`config.mk`:
```
export PLATFORM = sky130hd
export DESIGN_NAME = fetch_queue_flat
export DESIGN_NICKNAME = d
export VERILOG_FILES = /design/src/rtl/fetch_queue_if.sv /design/src/rtl/fetch_queue.sv /design/src/flat_wrapper.sv
export SDC_FILE = /design/constraint.sdc
export NUM_CORES = 1
export LEC_CHECK = 0
export BUFFER_PORTS_ARGS = -buffer_cell sky130_fd_sc_hd__buf_2
export CAP_MARGIN = 0
export CELL_PAD_IN_SITES_DETAIL_PLACEMENT = 1
export CELL_PAD_IN_SITES_GLOBAL_PLACEMENT = 1
export CORE_UTILIZATION = 32
export CTS_CLUSTER_SIZE = 12
export DETAILED_ROUTE_END_ITERATION = 6
export GPL_ROUTABILITY_DRIVEN = 0
export HOLD_SLACK_MARGIN = 0.03
export PLACE_DENSITY = 0.6
export RECOVER_POWER = 50
export SLEW_MARGIN = 25
export SYNTH_ARGS = -nofsm -noshare
export SYNTH_HDL_FRONTEND = slang
export SYNTH_SLANG_ARGS = --single-unit
```
`constraint.sdc`:
```
create_clock -name clk -period 3.53 [get_ports clk]
set_input_delay 0 -clock clk [delete_from_list [all_inputs] [get_ports clk]]
set_output_delay 0 -clock clk [all_outputs]
set_load 0.01 [all_outputs]
```
`src/rtl/fetch_queue_if.sv`:
```
// Fetch queue bus: memory fetch port, redirect, and the decode-side head port.
// Handshake: the head entry {outPc, outInst} transfers to decode on a cycle where
// outValid=1 and the decoder is ready (locker=0) and no redirect is requested
// (branchFlag=0); outValid never depends on locker within the same cycle.
interface fetch_queue_if #(
  parameter int XLEN  = 32,
  parameter int DEPTH = 4
);
  localparam int CW = $clog2(DEPTH) + 1;

  logic [XLEN-1:0] fetchAddr;
  logic [31:0]     instIn;
  logic            branchFlag;
  logic [XLEN-1:0] branchAddr;
  logic            locker;
  logic            outValid;
  logic [31:0]     outInst;
  logic [XLEN-1:0] outPc;
  logic [CW-1:0]   fillCount;
  logic            full;

  // Environment side: memory, branch unit and decoder.
  modport master (
    output instIn, branchFlag, branchAddr, locker,
    input  fetchAddr, outValid, outInst, outPc, fillCount, full
  );

  // Fetch queue side.
  modport slave (
    input  instIn, branchFlag, branchAddr, locker,
    output fetchAddr, outValid, outInst, outPc, fillCount, full
  );
endinterface

```
`src/rtl/fetch_queue.sv`:
```
// Instruction-fetch front end: owns the PC, fetches one word per cycle into a
// DEPTH-entry FIFO of {pc, inst}, and flushes/retargets on a branch redirect.
// Optional macro FQ_JAL_REDIRECT_EN: follow JAL targets at fetch time.
// Occupancy (EMPTY / PARTIAL / FULL) is derived from count_q; there is no FSM.
module fetch_queue #(
  parameter int              XLEN     = 32,
  parameter int              DEPTH    = 4,
  parameter logic [XLEN-1:0] RESET_PC = '0,
  parameter int              PC_STEP  = 4
) (
  input logic         clk,
  input logic         resetIn,
  fetch_queue_if.slave fq
);
  localparam int PW = $clog2(DEPTH);
  localparam int CW = PW + 1;

  logic [XLEN-1:0] pc_mem_q   [DEPTH];
  logic [31:0]     inst_mem_q [DEPTH];

  logic [PW-1:0]   rd_ptr_q, rd_ptr_d;
  logic [PW-1:0]   wr_ptr_q, wr_ptr_d;
  logic [CW-1:0]   count_q, count_d;
  logic [XLEN-1:0] pc_q, pc_d;
  logic [XLEN-1:0] pc_next;
  logic            is_empty, is_full, pop, push;

  assign is_empty = (count_q == '0);
  assign is_full  = (count_q == CW'(DEPTH));
  assign pop      = !is_empty && !fq.locker && !fq.branchFlag;
  assign push     = !fq.branchFlag && (!is_full || pop);

`ifdef FQ_JAL_REDIRECT_EN
  logic            is_jal;
  logic [XLEN-1:0] j_imm;
  assign is_jal = (fq.instIn[6:0] == 7'b1101111);
  assign j_imm  = {{(XLEN-20){fq.instIn[31]}}, fq.instIn[19:12], fq.instIn[20],
                   fq.instIn[30:21], 1'b0};
  // Sequential fetch, or jump straight to the JAL target.
  always_comb begin
    pc_next = is_jal ? (pc_q + j_imm) : (pc_q + XLEN'(PC_STEP));
  end
`else
  // Sequential fetch only; the opcode is not inspected.
  always_comb begin
    pc_next = pc_q + XLEN'(PC_STEP);
  end
`endif

  // Next-state for pointers, count and PC; a redirect empties the queue.
  always_comb begin
    rd_ptr_d = rd_ptr_q;
    wr_ptr_d = wr_ptr_q;
    count_d  = count_q;
    pc_d     = pc_q;
    if (fq.branchFlag) begin
      rd_ptr_d = '0;
      wr_ptr_d = '0;
      count_d  = '0;
      pc_d     = fq.branchAddr;
    end else begin
      if (push) begin
        wr_ptr_d = wr_ptr_q + PW'(1);
        pc_d     = pc_next;
      end
      if (pop) begin
        rd_ptr_d = rd_ptr_q + PW'(1);
      end
      if (push && !pop) begin
        count_d = count_q + CW'(1);
      end else if (pop && !push) begin
        count_d = count_q - CW'(1);
      end
    end
  end

  // Control state register; reset has priority over redirect and flow.
  always_ff @(posedge clk) begin
    if (resetIn) begin
      rd_ptr_q <= '0;
      wr_ptr_q <= '0;
      count_q  <= '0;
      pc_q     <= RESET_PC;
    end else begin
      rd_ptr_q <= rd_ptr_d;
      wr_ptr_q <= wr_ptr_d;
      count_q  <= count_d;
      pc_q     <= pc_d;
    end
  end

  // Entry storage; written on push, never reset (count_q gates visibility).
  always_ff @(posedge clk) begin
    if (push && !resetIn) begin
      pc_mem_q[wr_ptr_q]   <= pc_q;
      inst_mem_q[wr_ptr_q] <= fq.instIn;
    end
  end

  assign fq.fetchAddr = pc_q;
  assign fq.outValid  = !is_empty;
  assign fq.outInst   = is_empty ? 32'h0 : inst_mem_q[rd_ptr_q];
  assign fq.outPc     = is_empty ? '0 : pc_mem_q[rd_ptr_q];
  assign fq.fillCount = count_q;
  assign fq.full      = is_full;
endmodule

```
`src/flat_wrapper.sv`:
```
// flat-port wrapper written by rule: the top's interface ports become plain ports
module fetch_queue_flat 
#(
  parameter int              XLEN     = 32,
  parameter int              DEPTH    = 4,
  parameter logic [XLEN-1:0] RESET_PC = '0,
  parameter int              PC_STEP  = 4
)
  (clk, resetIn, fq_instIn, fq_branchFlag, fq_branchAddr, fq_locker, fq_fetchAddr, fq_outValid, fq_outInst, fq_outPc, fq_fillCount, fq_full);
  fetch_queue_if #(.XLEN(XLEN), .DEPTH(DEPTH)) fq_i ();
  input logic clk;
  input logic resetIn;
  input wire logic [$bits(fq_i.instIn)-1:0] fq_instIn;
  input wire logic [$bits(fq_i.branchFlag)-1:0] fq_branchFlag;
  input wire logic [$bits(fq_i.branchAddr)-1:0] fq_branchAddr;
  input wire logic [$bits(fq_i.locker)-1:0] fq_locker;
  output wire logic [$bits(fq_i.fetchAddr)-1:0] fq_fetchAddr;
  output wire logic [$bits(fq_i.outValid)-1:0] fq_outValid;
  output wire logic [$bits(fq_i.outInst)-1:0] fq_outInst;
  output wire logic [$bits(fq_i.outPc)-1:0] fq_outPc;
  output wire logic [$bits(fq_i.fillCount)-1:0] fq_fillCount;
  output wire logic [$bits(fq_i.full)-1:0] fq_full;
  assign fq_i.instIn = fq_instIn;
  assign fq_i.branchFlag = fq_branchFlag;
  assign fq_i.branchAddr = fq_branchAddr;
  assign fq_i.locker = fq_locker;
  assign fq_fetchAddr = fq_i.fetchAddr;
  assign fq_outValid = fq_i.outValid;
  assign fq_outInst = fq_i.outInst;
  assign fq_outPc = fq_i.outPc;
  assign fq_fillCount = fq_i.fillCount;
  assign fq_full = fq_i.full;
  fetch_queue #(.XLEN(XLEN), .DEPTH(DEPTH), .RESET_PC(RESET_PC), .PC_STEP(PC_STEP)) u_core (.clk(clk), .resetIn(resetIn), .fq(fq_i));
endmodule
```
; ---- After elaboration in Yosys (flattened, before gate mapping)
; Memories as Yosys holds them, arrays and structs flattened. A register that Yosys moved wholly into a read port is not among the register bits.
; Index checks and enable logic that the tools add are counted.
[totals]
memories = 2
register_bits = 39
ramBits = 256
latchBits = 0
in_bits = 68
elab_cells = 42
rom_bits = 0
[op_classes]
bitwise = 0
shift = 0
reduce_logical = 18
eq_ne = 1
mux = 12
n_mul = 0
add_sub_neg = 5
order_cmp = 0
n_div = 0
[memory_table]
columns = name, depth, word_bits, read_ports, rd_ports_with_merged_regs, write_ports, line
row1 = u_core.inst_mem_q, 4, 32, 1, 1, 1, fetch_queue.sv:19  ; logic [31:0] inst_mem_q [DEPTH];
row2 = u_core.pc_mem_q, 4, 32, 1, 1, 1, fetch_queue.sv:18  ; logic [XLEN-1:0] pc_mem_q [DEPTH];
[op_table]
columns = operator, n
row1 = two-way mux 32 bit, 4
row2 = adder 32 x 3 -> 32 bit (second input constant), 1
row3 = two-way mux 2 bit, 4
row4 = zero test 1 bit, 7
row5 = logical AND 1 bit, 6
row6 = two-way mux 3 bit, 2
row7 = adder 2 x 1 -> 2 bit (second input constant), 2
row8 = nonzero test 2 bit, 2
row9 = adder 3 x 1 -> 3 bit (second input constant), 1
row10 = equality test 3 bit (second input constant), 1
row11 = zero test 3 bit, 1
row12 = subtractor 3 x 1 -> 3 bit (second input constant), 1
row13 = two-way mux 1 bit, 2
row14 = OR reduction 2 bit, 1
row15 = logical OR 1 bit, 1

; ---- Longest topological paths before layout
; Gate-level depths: netlist (run 1).
[depth]
word_depth = 10
ltp_mapped = 11
depth_no_buf = 9

; ---- Least setup slack after synthesis (run 1)
; Ideal clock, no wire load.
[synth_timing]
path_kind = register to register
from = register u_core.count_q[0] (netlist: u_core.fq.fillCount[0])
to = memory u_core.inst_mem_q[0][0] (enable)
synth_period_minus_slack_ps = 3208
t_required_ps = 3101
t_arrival_ps = 2779
path_slack_ps = 322
stages_incl_launch_ff = 6
cell_sequence = dfxtp_1 or3b_1 buf_2 inv_2 a21oi_1 and2_1
[synth_via]
word_cells_on_any_way = 11
cone_classes = 1 x eq/ne / 2 x mux / 8 x reduce/logical
[synth_lines]
columns = item, line
row1 = from (decl), fetch_queue.sv:23  ; logic [CW-1:0] count_q, count_d;
row2 = from (signal assigned), fetch_queue.sv:87  ; count_q <= count_d;
row3 = equality test 3 bit, fetch_queue.sv:29  ; assign is_full = (count_q == CW'(DEPTH));
row4 = net fq_full, flat_wrapper.sv:22  ; output wire logic [$bits(fq_i.full)-1:0] fq_full;
row5 = zero test 1 bit, fetch_queue.sv:31  ; assign push = !fq.branchFlag && (!is_full || pop);
row6 = logical OR 1 bit, fetch_queue.sv:31
row7 = logical AND 1 bit, fetch_queue.sv:31
row8 = logical AND 1 bit, fetch_queue.sv:94  ; if (push && !resetIn) begin
row9 = two-way mux 1 bit, fetch_queue.sv:94
row10 = two-way mux 1 bit (not written as such), fetch_queue.sv:96  ; inst_mem_q[wr_ptr_q] <= fq.instIn;
row11 = to (decl), fetch_queue.sv:19
; The timed path passes the listed nets, and every way through them passes these cells.

; ---- Final worst setup path (run 1)
[layout_timing]
from = register u_core.count_q[2] (netlist: u_core.fq.fillCount[2])
to = register u_core.pc_q[25] (netlist: u_core.fq.fetchAddr[25])
[layout_via]
elab_chain_len = 7
word_cells_on_any_way = 9
cone_classes = 1 x eq/ne / 8 x reduce/logical
[layout_lines]
columns = item, line
row1 = zero test 3 bit, fetch_queue.sv:28  ; assign is_empty = (count_q == '0);
row2 = zero test 1 bit, fetch_queue.sv:30  ; assign pop = !is_empty && !fq.locker && !fq.branchFlag;
row3 = logical AND 1 bit (2 in series), fetch_queue.sv:30
row4 = logical OR 1 bit (*), fetch_queue.sv:31
row5 = logical AND 1 bit (*), fetch_queue.sv:31
row6 = nonzero test 2 bit (no line) (*), --
row7 = to (signal assigned), fetch_queue.sv:88  ; pc_q <= pc_d;
row8 = to (decl), fetch_queue.sv:24  ; logic [XLEN-1:0] pc_q, pc_d;
; Mark *: on every way between the ends. The rest lies on a longest branch, timed or not.
; A chain may end at the register's enable or synchronous reset.

==> results of run 1 <==
==> final cells by class <==
| type | instances | area [um2] |
|---|---|---|
| fillers | 3861 | 22200 |
| flip-flops and latches | 297 | 8520 |
| multi-input cells | 364 | 3420 |
| repair buffers | 258 | 1670 |
| clock buffers | 49 | 873 |
| well taps | 511 | 639 |
| clock inverters | 8 | 115 |
| inverters | 10 | 37.5 |
==> worst max-delay path: stages (launching register included) <==
cell and delay, ns:
dfxtp_1 0.38, or3b_1 0.38, clkbuf_1 0.32, nor2_1 0.22, clkbuf_1 0.46, a31oi_1 0.18, o211ai_1 0.18, dlygate4sd3_1 0.56
==> worst paths after layout <==
path	to	slack [ns]
setup / recovery	u_core.fq.fetchAddr[25]$_SDFFE_PP0N_	0.79
hold reg to reg	u_core.wr_ptr_q[1]$_SDFFE_PP0N_	0.49
hold / removal	u_core.fq.fetchAddr[31]$_SDFFE_PP0N_	0.06
setup reg to reg	u_core.fq.fetchAddr[25]$_SDFFE_PP0N_	0.79
==> state kept, by name, summed over array words and instances (netlist names), named ones only <==
| register | count |
|---|---|
| u_core.fq.fetchAddr | 32 |
| u_core.fq.fillCount | 3 |
| u_core.inst_mem_q | 128 |
| u_core.pc_mem_q | 128 |
| u_core.rd_ptr_q | 2 |
| u_core.wr_ptr_q | 2 |
==> per-layer routing <==
layer / vias up / track usage / wire length (um)
met5: - / 0 / 0
met4: 0 / 0.0284 / 365
met3: 31 / 0.0217 / 1640
met2: 190 / 0.262 / 15000
met1: 3645 / 0.237 / 14700
li1: 3345 / - / -
==> cell families (layout without fill, tap and decap cells) <==
logic type	count (synthesis)	after routing	share of synthesized area
AOI/OAI and AO/OA	77	77	0.0488
muxes	67	67	0.121
xor gates and xnor gates	13	13	0.00937
buffers and inverters	53	325	0.0186
DFF	297	297	0.700
adders and majority gates	7	7	0.00782
and+or+nand+nor	200	200	0.0945
==> cells in the mapped netlist (all sizes together), types with 4 or more instances <==
master / count
or4: 6
nand2: 22
a211oi: 12
a21oi: 9
buf: 17
o21ai: 16
a311oi: 10
mux4: 64
nor3b: 5
and2: 72
and3: 4
ha: 6
nor2: 35
xnor2: 4
dfxtp: 41
o2111ai: 5
xor2: 9
and4: 5
o31ai: 4
nand3: 15
inv: 10
nand4: 10
clkbuf: 26
or3: 16
edfxtp: 256
o211ai: 5
==> power by group through the flow <==
stage,Combinational [mW],Sequential (mW),Clock (mW)
after detailed placement,0.607,4.11,0
final,0.635,4.03,3.16
after CTS,0.672,4.03,3.24
after global placement,0.601,4.10,0
after floorplan,0.311,4.07,0
after global routing,0.701,4.04,3.37
==> impl_metrics.yaml, run 1 <==
run_status:
  status: "finished clean"
run:
  maxCapViolations: 0
synth:
  ys.flop_type: "edfxtp_1"
  ys_ff_latch: 297
  ys_warn_count: 0
  syn_area_per_cell_um2: 17.0
  synth_cells: 714
  yosysTopAreaCellShare: 0.632
  yosysTopAreaCell: "edfxtp_1"
  syn_nets: 789
  syn_area_mm2: 0.0122
  ys_seq_area_frac: 0.700
  synth_edf_count: 256
  async_flop_share: 0
  yosys-top-cells-area: "edfxtp_1 (63%), mux4_2 (12%), dfxtp_1 (6.8%), and2_1 (3.7%), nor2_1 (1.0%)"
  synth_cell_types: 57
cells_and_area:
  postLayoutCellArea_mm2: 0.0153
  diodes: 0
  nets: 1037
  fin_util: 0.407
  layout_common_cells: "edfxtp_1 (256), buf_2 (100), clkbuf_1 (85)"
  drive_gt1_frac: 0.240
  final_common_cell: "edfxtp_1"
  instances_no_fill: 1497
  area_growth_pct: 25.6
power_and_ir_drop:
  leakage_nw: 5.13
  p_total_mw: 7.83
  power.density_mw_per_mm2: 513
  p_switching_mw: 1.72
  pwr-share-seq: 0.515
  power.share.clock: 0.404
  p_int_mw: 6.11
  p_sw_frac: 0.219
  power_frac_comb: 0.081
  ir_worst_vdd_mv: 0.330
setup_path:
  critPathRequiredTime_ns: 4.02
  cp-end-kind: "flop"
  cp-start-kind: "flop"
  crit_arrival_ns: 3.23
  crit_type: "flop to flop"
  cp_max_fo: 16
  regToRegStartpoint: "u_core.fq.fillCount[2]$_SDFFE_PP0P_"
  setup.worst_path.start: "u_core.fq.fillCount[2]$_SDFFE_PP0P_"
  r2r_cells: 7
sta:
  max_slew.worst_pin.slew_ns: 1.18
  rsz0062_at_grt: "false"
  max_freq_ghz: 0.365
  fin_skew_ns: 0.0147
  finalSetupViolCount: 0
  finalHoldViolCount: 0
  finalMaxSlewViolations: 0
  fin_setup_tns_ns: 0
  fin_crit_ns: 2.74
  setup_slack_ns: 0.791
  timing.slew.headroom: 0.213
  min_period_over_period: 0.776
  whs_ns: 0.0571
global_route:
  grt_pass1_vias: 7569
  grt_max_degree: 67
  grt_usage: 0.163
  antenna_found_initial: 0
  grt_first_pass_wirelength_mm: 47.5
  grt_overflow: 0
placement:
  pre_cts_ws_ns: 1.05
  port_buffers: 168
  dp.cells: 1371
  place_area_mm2: 0.0137
  hpwl_mm: 21.5
min_path:
  min_delay_path_depth: 4
  holdCritPathClass: "input port to flop"
  worstHoldStart: "fq_locker"
clock_tree:
  cts_max_path_buffers: 3
  cts-root-buf: "clkbuf_16"
  cts_tree: "yes"
  numCtsBuffers: 31
  post_cts_buffers: 0
  clock_latency_ns: 0.55
  cts_num_sinks: 297
  cts-resized-gates: 0
  clk_pin_slew_ns: 0.06
  hold_buffers: 69
  h-tree-depth: 1
floorplanning:
  io_pins: 169
  core_mm2: 0.0375
  die_area_mm2: 0.0388
  die_x_um: 197
  placementRows: 71
  initial_core_util: 0.324
  die_y_um: 197
drt:
  drt_iter0_drc: 474
  vias_per_cell: 4.82
  drc: 0
  routedWlPerCell_um: 21.2
  wl_mm: 31.7
  vias: 7211
  firstDrtPassIters: 4
  ant_nets: 0
Power figures use the tool's default switching activity.
==> inputs of run 2 (changes only) <==
==> constraint.sdc (replaced) <==
create_clock -name clk -period 2.9 [get_ports clk]
set_input_delay 0 -clock clk [delete_from_list [all_inputs] [get_ports clk]]
set_output_delay 0 -clock clk [all_outputs]
set_load 0.01 [all_outputs]
==> impl_metrics.yaml, run 2 (same netlist as run 1, synthesis figures left out) <==
cells_and_area:
  nets: 1040
  drive_gt1_frac: 0.245
  instances_no_fill: 1499
  multi_input_area_mm2: 0.00343
  nFillCells: 3848
  layout_common_cells: "edfxtp_1 (256), buf_2 (101), clkbuf_1 (83)"
  postLayoutCellArea_mm2: 0.0153
  final_common_cell: "edfxtp_1"
  fin_util: 0.409
  seq_area_mm2: 0.00852
  area_growth_pct: 26.3
  diodes: 0
clock_tree:
  clock_latency_ns: 0.51
  h-tree-depth: 2
  cts_tree: "yes"
  numCtsBuffers: 34
  cts_num_sinks: 297
  cts_max_path_buffers: 3
  cts-resized-gates: 0
  post_cts_buffers: 0
  hold_buffers: 66
  cts-root-buf: "clkbuf_16"
  clk_pin_slew_ns: 0.06
sta:
  fin_skew_ns: 0.0227
  finalHoldViolCount: 0
  fin_crit_ns: 2.58
  setup_slack_ns: 0.319
  timing.slew.headroom: 0.417
  finalMaxSlewViolations: 0
  fin_setup_tns_ns: 0
  whs_ns: 0.0749
  min_period_over_period: 0.890
  rsz0062_at_grt: "false"
  max_freq_ghz: 0.387
  finalSetupViolCount: 0
  max_slew.worst_pin.slew_ns: 0.874
drt:
  firstDrtPassIters: 5
  routedWlPerCell_um: 21.1
  vias_per_cell: 4.87
  ant_nets: 0
  vias: 7297
  drc: 0
  wl_mm: 31.7
  drt_iter0_drc: 375
global_route:
  antenna_found_initial: 1
  grt_pass1_vias: 7746
  grt_usage: 0.166
  grt_overflow: 0
  grt_first_pass_wirelength_mm: 48.4
  grt_max_degree: 67
setup_path:
  cp-start-kind: "flop"
  crit_arrival_ns: 2.76
  critPathRequiredTime_ns: 3.08
  r2r_cells: 6
  critPathBufInv: 3
  regToRegSetupSlack_ns: 0.32
  crit_chain: "or3b_1 -> inv_1 -> a21oi_1 -> clkbuf_1 -> and2_2 -> buf_12"
  cpPeakStageDelay_ns: 0.63
  r2r_end: "u_core.inst_mem_q[3][14]$_DFFE_PP_"
  cp_max_fo: 34
  critPathTopFamily: "simple AND/OR/NAND/NOR gates"
  cpMaxStageDelayCell: "and2_2"
  crit_cells: 6
  crit_type: "flop to flop"
  cp-end-kind: "flop"
  regToRegStartpoint: "u_core.fq.fillCount[0]$_SDFFE_PP0P_"
floorplanning:
  io_pins: 169
  die_y_um: 197
  core_mm2: 0.0375
  placementRows: 71
  die_area_mm2: 0.0388
  initial_core_util: 0.324
  die_x_um: 197
min_path:
  holdCritPathClass: "input port to flop"
  min_delay_path_depth: 5
  worstHoldStart: "fq_branchFlag"
run:
  maxCapViolations: 0
placement:
  pre_cts_ws_ns: 0.630
  hpwl_mm: 20.2
  place_area_mm2: 0.0138
  port_buffers: 168
  dp.cells: 1374
power_and_ir_drop:
  leakage_nw: 5.16
  power.density_mw_per_mm2: 632
  ir_worst_vdd_mv: 0.306
  p_total_mw: 9.70
run_status:
  status: "finished clean"
run 2: worst min-delay path, delay by kind of cell:
family        cells  cell delay [ns]
simple gates      3             0.25
buf+inv           1             0.21
xor+xnor          1             0.09
run 2: metal layers:
metal | global-route usage | vias to the layer above | wire length [um]
met1 | 0.223 | 3742 | 14300
met5 | 0 | - | 0
met2 | 0.278 | 168 | 15400
li1 | - | 3343 | -
met4 | 0.0457 | 0 | 583
met3 | 0.0293 | 44 | 1390
run 2: power by group:
group,internal [mW],leakage (nW),total (mW),switching [mW]
logic,0.346,1.97,0.785,0.439
clock network,2.39,0.498,4.03,1.63
registers,4.77,2.69,4.89,0.115
run 2: layout make-up:
class                      instances  area share
clock buffer                      47      0.0600
clock inverter                    12     0.00717
inverter                          10     0.00245
multi-input combinational        364       0.224
sequential                       297       0.555
tap                              511      0.0417
timing repair buffer             258       0.110
run 2: worst max-delay path by stage:
stage | start | endpoint | slack, ns
2_1_floorplan | u_core.fq.fillCount[0]$_SDFFE_PP0P_ | u_core.inst_mem_q[0][0]$_DFFE_PP_ | 0.38
3_3_place_gp | u_core.fq.fillCount[2]$_SDFFE_PP0P_ | u_core.fq.fillCount[2]$_SDFFE_PP0P_ | 0.69
3_5_place_dp | u_core.fq.fillCount[1]$_SDFFE_PP0P_ | u_core.fq.fillCount[2]$_SDFFE_PP0P_ | 0.63
4_1_cts | flop | fq_outPc[11] | 0.39
5_1_grt | u_core.fq.fillCount[0]$_SDFFE_PP0P_ | u_core.inst_mem_q[3][17]$_DFFE_PP_ | 0.15
6_report | u_core.fq.fillCount[0]$_SDFFE_PP0P_ | u_core.inst_mem_q[3][14]$_DFFE_PP_ | 0.32
==> inputs of run 3 (changes only) <==
--- a/config.mk
+++ b/config.mk
@@ -10,6 +10,7 @@
 export CELL_PAD_IN_SITES_DETAIL_PLACEMENT = 1
 export CELL_PAD_IN_SITES_GLOBAL_PLACEMENT = 1
 export CORE_UTILIZATION = 32
+export CTS_CLUSTER_DIAMETER = 80
 export CTS_CLUSTER_SIZE = 12
 export DETAILED_ROUTE_END_ITERATION = 6
 export GPL_ROUTABILITY_DRIVEN = 0
==> constraint.sdc (replaced) <==
create_clock -name clk -period 2.9 [get_ports clk]
set_input_delay 0 -clock clk [delete_from_list [all_inputs] [get_ports clk]]
set_output_delay 0 -clock clk [all_outputs]
set_load 0.1 [all_outputs]
==> impl_metrics.yaml, run 3 (same netlist as run 1, synthesis figures left out) <==
floorplanning:
  core_mm2: 0.0375
  die_y_um: 197
  placementRows: 71
  initial_core_util: 0.324
  die_x_um: 197
  io_pins: 169
  die_area_mm2: 0.0388
power_and_ir_drop:
  p_switching_mw: 2.90
  leakage_nw: 5.08
  p_int_mw: 6.99
  power.share.clock: 0.337
  power_frac_comb: 0.170
  p_total_mw: 9.90
  power.density_mw_per_mm2: 650
  pwr-share-seq: 0.493
  ir_worst_vdd_mv: 0.372
  p_sw_frac: 0.293
cells_and_area:
  multi_input_area_mm2: 0.00341
  nets: 1043
  postLayoutCellArea_mm2: 0.0152
  diodes: 0
  seq_area_mm2: 0.00852
  area_growth_pct: 25.2
  nFillCells: 3824
  drive_gt1_frac: 0.230
  layout_common_cells: "edfxtp_1 (256), clkbuf_1 (100), buf_2 (99)"
  fin_util: 0.406
  final_common_cell: "edfxtp_1"
placement:
  port_buffers: 168
  hpwl_mm: 20.8
  place_area_mm2: 0.0139
drt:
  ant_nets: 0
  drt_iter0_drc: 361
  drc: 0
  firstDrtPassIters: 4
  vias_per_cell: 4.87
  vias: 7305
  wl_mm: 31.4
  routedWlPerCell_um: 20.9
clock_tree:
  clk_pin_slew_ns: 0.06
  cts_max_path_buffers: 3
  cts_tree: "yes"
  h-tree-depth: 1
  cts-root-buf: "clkbuf_16"
  cts_num_sinks: 297
  clock_latency_ns: 0.54
  numCtsBuffers: 28
  cts-resized-gates: 0
setup_path:
  cpMaxStageDelayCell: "and2_1"
  cpPeakStageDelay_ns: 0.71
  crit_type: "flop to flop"
  cp-start-kind: "flop"
  cp_max_fo: 36
  crit_arrival_ns: 2.90
  r2r_cells: 5
  crit_chain: "or3b_1 -> inv_1 -> a21oi_1 -> and2_1 -> buf_12"
  regToRegSetupSlack_ns: 0.22
  cp-end-kind: "flop"
  critPathRequiredTime_ns: 3.12
run:
  maxCapViolations: 0
sta:
  min_period_over_period: 0.924
  whs_ns: 0.0604
  fin_setup_tns_ns: 0
  rsz0062_at_grt: "false"
  fin_skew_ns: 0.0168
  finalSetupViolCount: 0
  fin_crit_ns: 2.68
  timing.slew.headroom: 0.144
  max_freq_ghz: 0.373
  finalMaxSlewViolations: 0
  max_slew.worst_pin.slew_ns: 1.29
  finalHoldViolCount: 0
global_route:
  grt_overflow: 0
  grt_max_degree: 67
  grt_pass1_vias: 7601
  grt_usage: 0.163
  grt_first_pass_wirelength_mm: 47.7
  antenna_found_initial: 0
run_status:
  status: "finished clean"
min_path:
  holdCritPathClass: "input port to flop"
  min_delay_path_depth: 4
[run 3: changes by cell type in the layout (fill, tap and decap cells not counted), sizes merged]
cell         before  now
inv              11   10
bufinv            2    0
clkinv            8    0
buf             121  120
dlygate4sd3      66   70
clkinvlp          1    0
clkbuf          118  129
[run 3: what timing repair did]
item / CTS / global route
setup buffers: 0 / 0
hold buffers: 70 / 0
hold endpoints to repair: 164 / 0
[run 3: power by group through the flow]
stage               Combinational [mW]  Clock [mW]  Sequential (mW)
floorplan                         1.01           0             5.20
global placement                  1.64           0             4.96
detailed placement                1.65           0             4.97
CTS                               1.73        3.44             4.88
global route                      1.77        3.57             4.89
finish                            1.68        3.34             4.88
[run 3: final timing paths]
kind	from	endpoint
worst max-delay path	u_core.fq.fillCount[2]$_SDFFE_PP0P_	u_core.inst_mem_q[2][27]$_DFFE_PP_
worst min-delay path	fq_locker	u_core.fq.fetchAddr[3]$_SDFFE_PP0N_
worst max register to register	u_core.fq.fillCount[2]$_SDFFE_PP0P_	u_core.inst_mem_q[2][27]$_DFFE_PP_
worst min register to register	u_core.wr_ptr_q[1]$_SDFFE_PP0N_	u_core.wr_ptr_q[1]$_SDFFE_PP0N_
[run 3: cell type report]
cell class	instances	area share
clock buffer	52	0.0533
tap	511	0.0420
timing repair buffer	267	0.119
inverter	10	0.00247
multi-input combinational	364	0.224
sequential	297	0.559
[run 3: critical path, delay by kind of cell (launching register included)]
kind                   cells  cell delay [ns]
and+or+nand+nor            2             0.92
DFF                        1             0.34
buffers and inverters      2             0.45
AOI/OAI and AO/OA          1             0.61
[run 3: layer usage]
layer	up-vias	wire [um]	track usage
met4	0	439	0.0301
met1	3740	14300	0.228
met3	33	1430	0.0204
met2	185	15300	0.275
li1	3347	-	-
met5	-	0	0
[run 3: stage by stage]
stage               instances  setup WS, ns
finish                   1501         0.219
global route             1501        0.0618
CTS                      1501         0.253
detailed placement       1379         0.610
global placement         1379         0.691
floorplan                 714         0.128
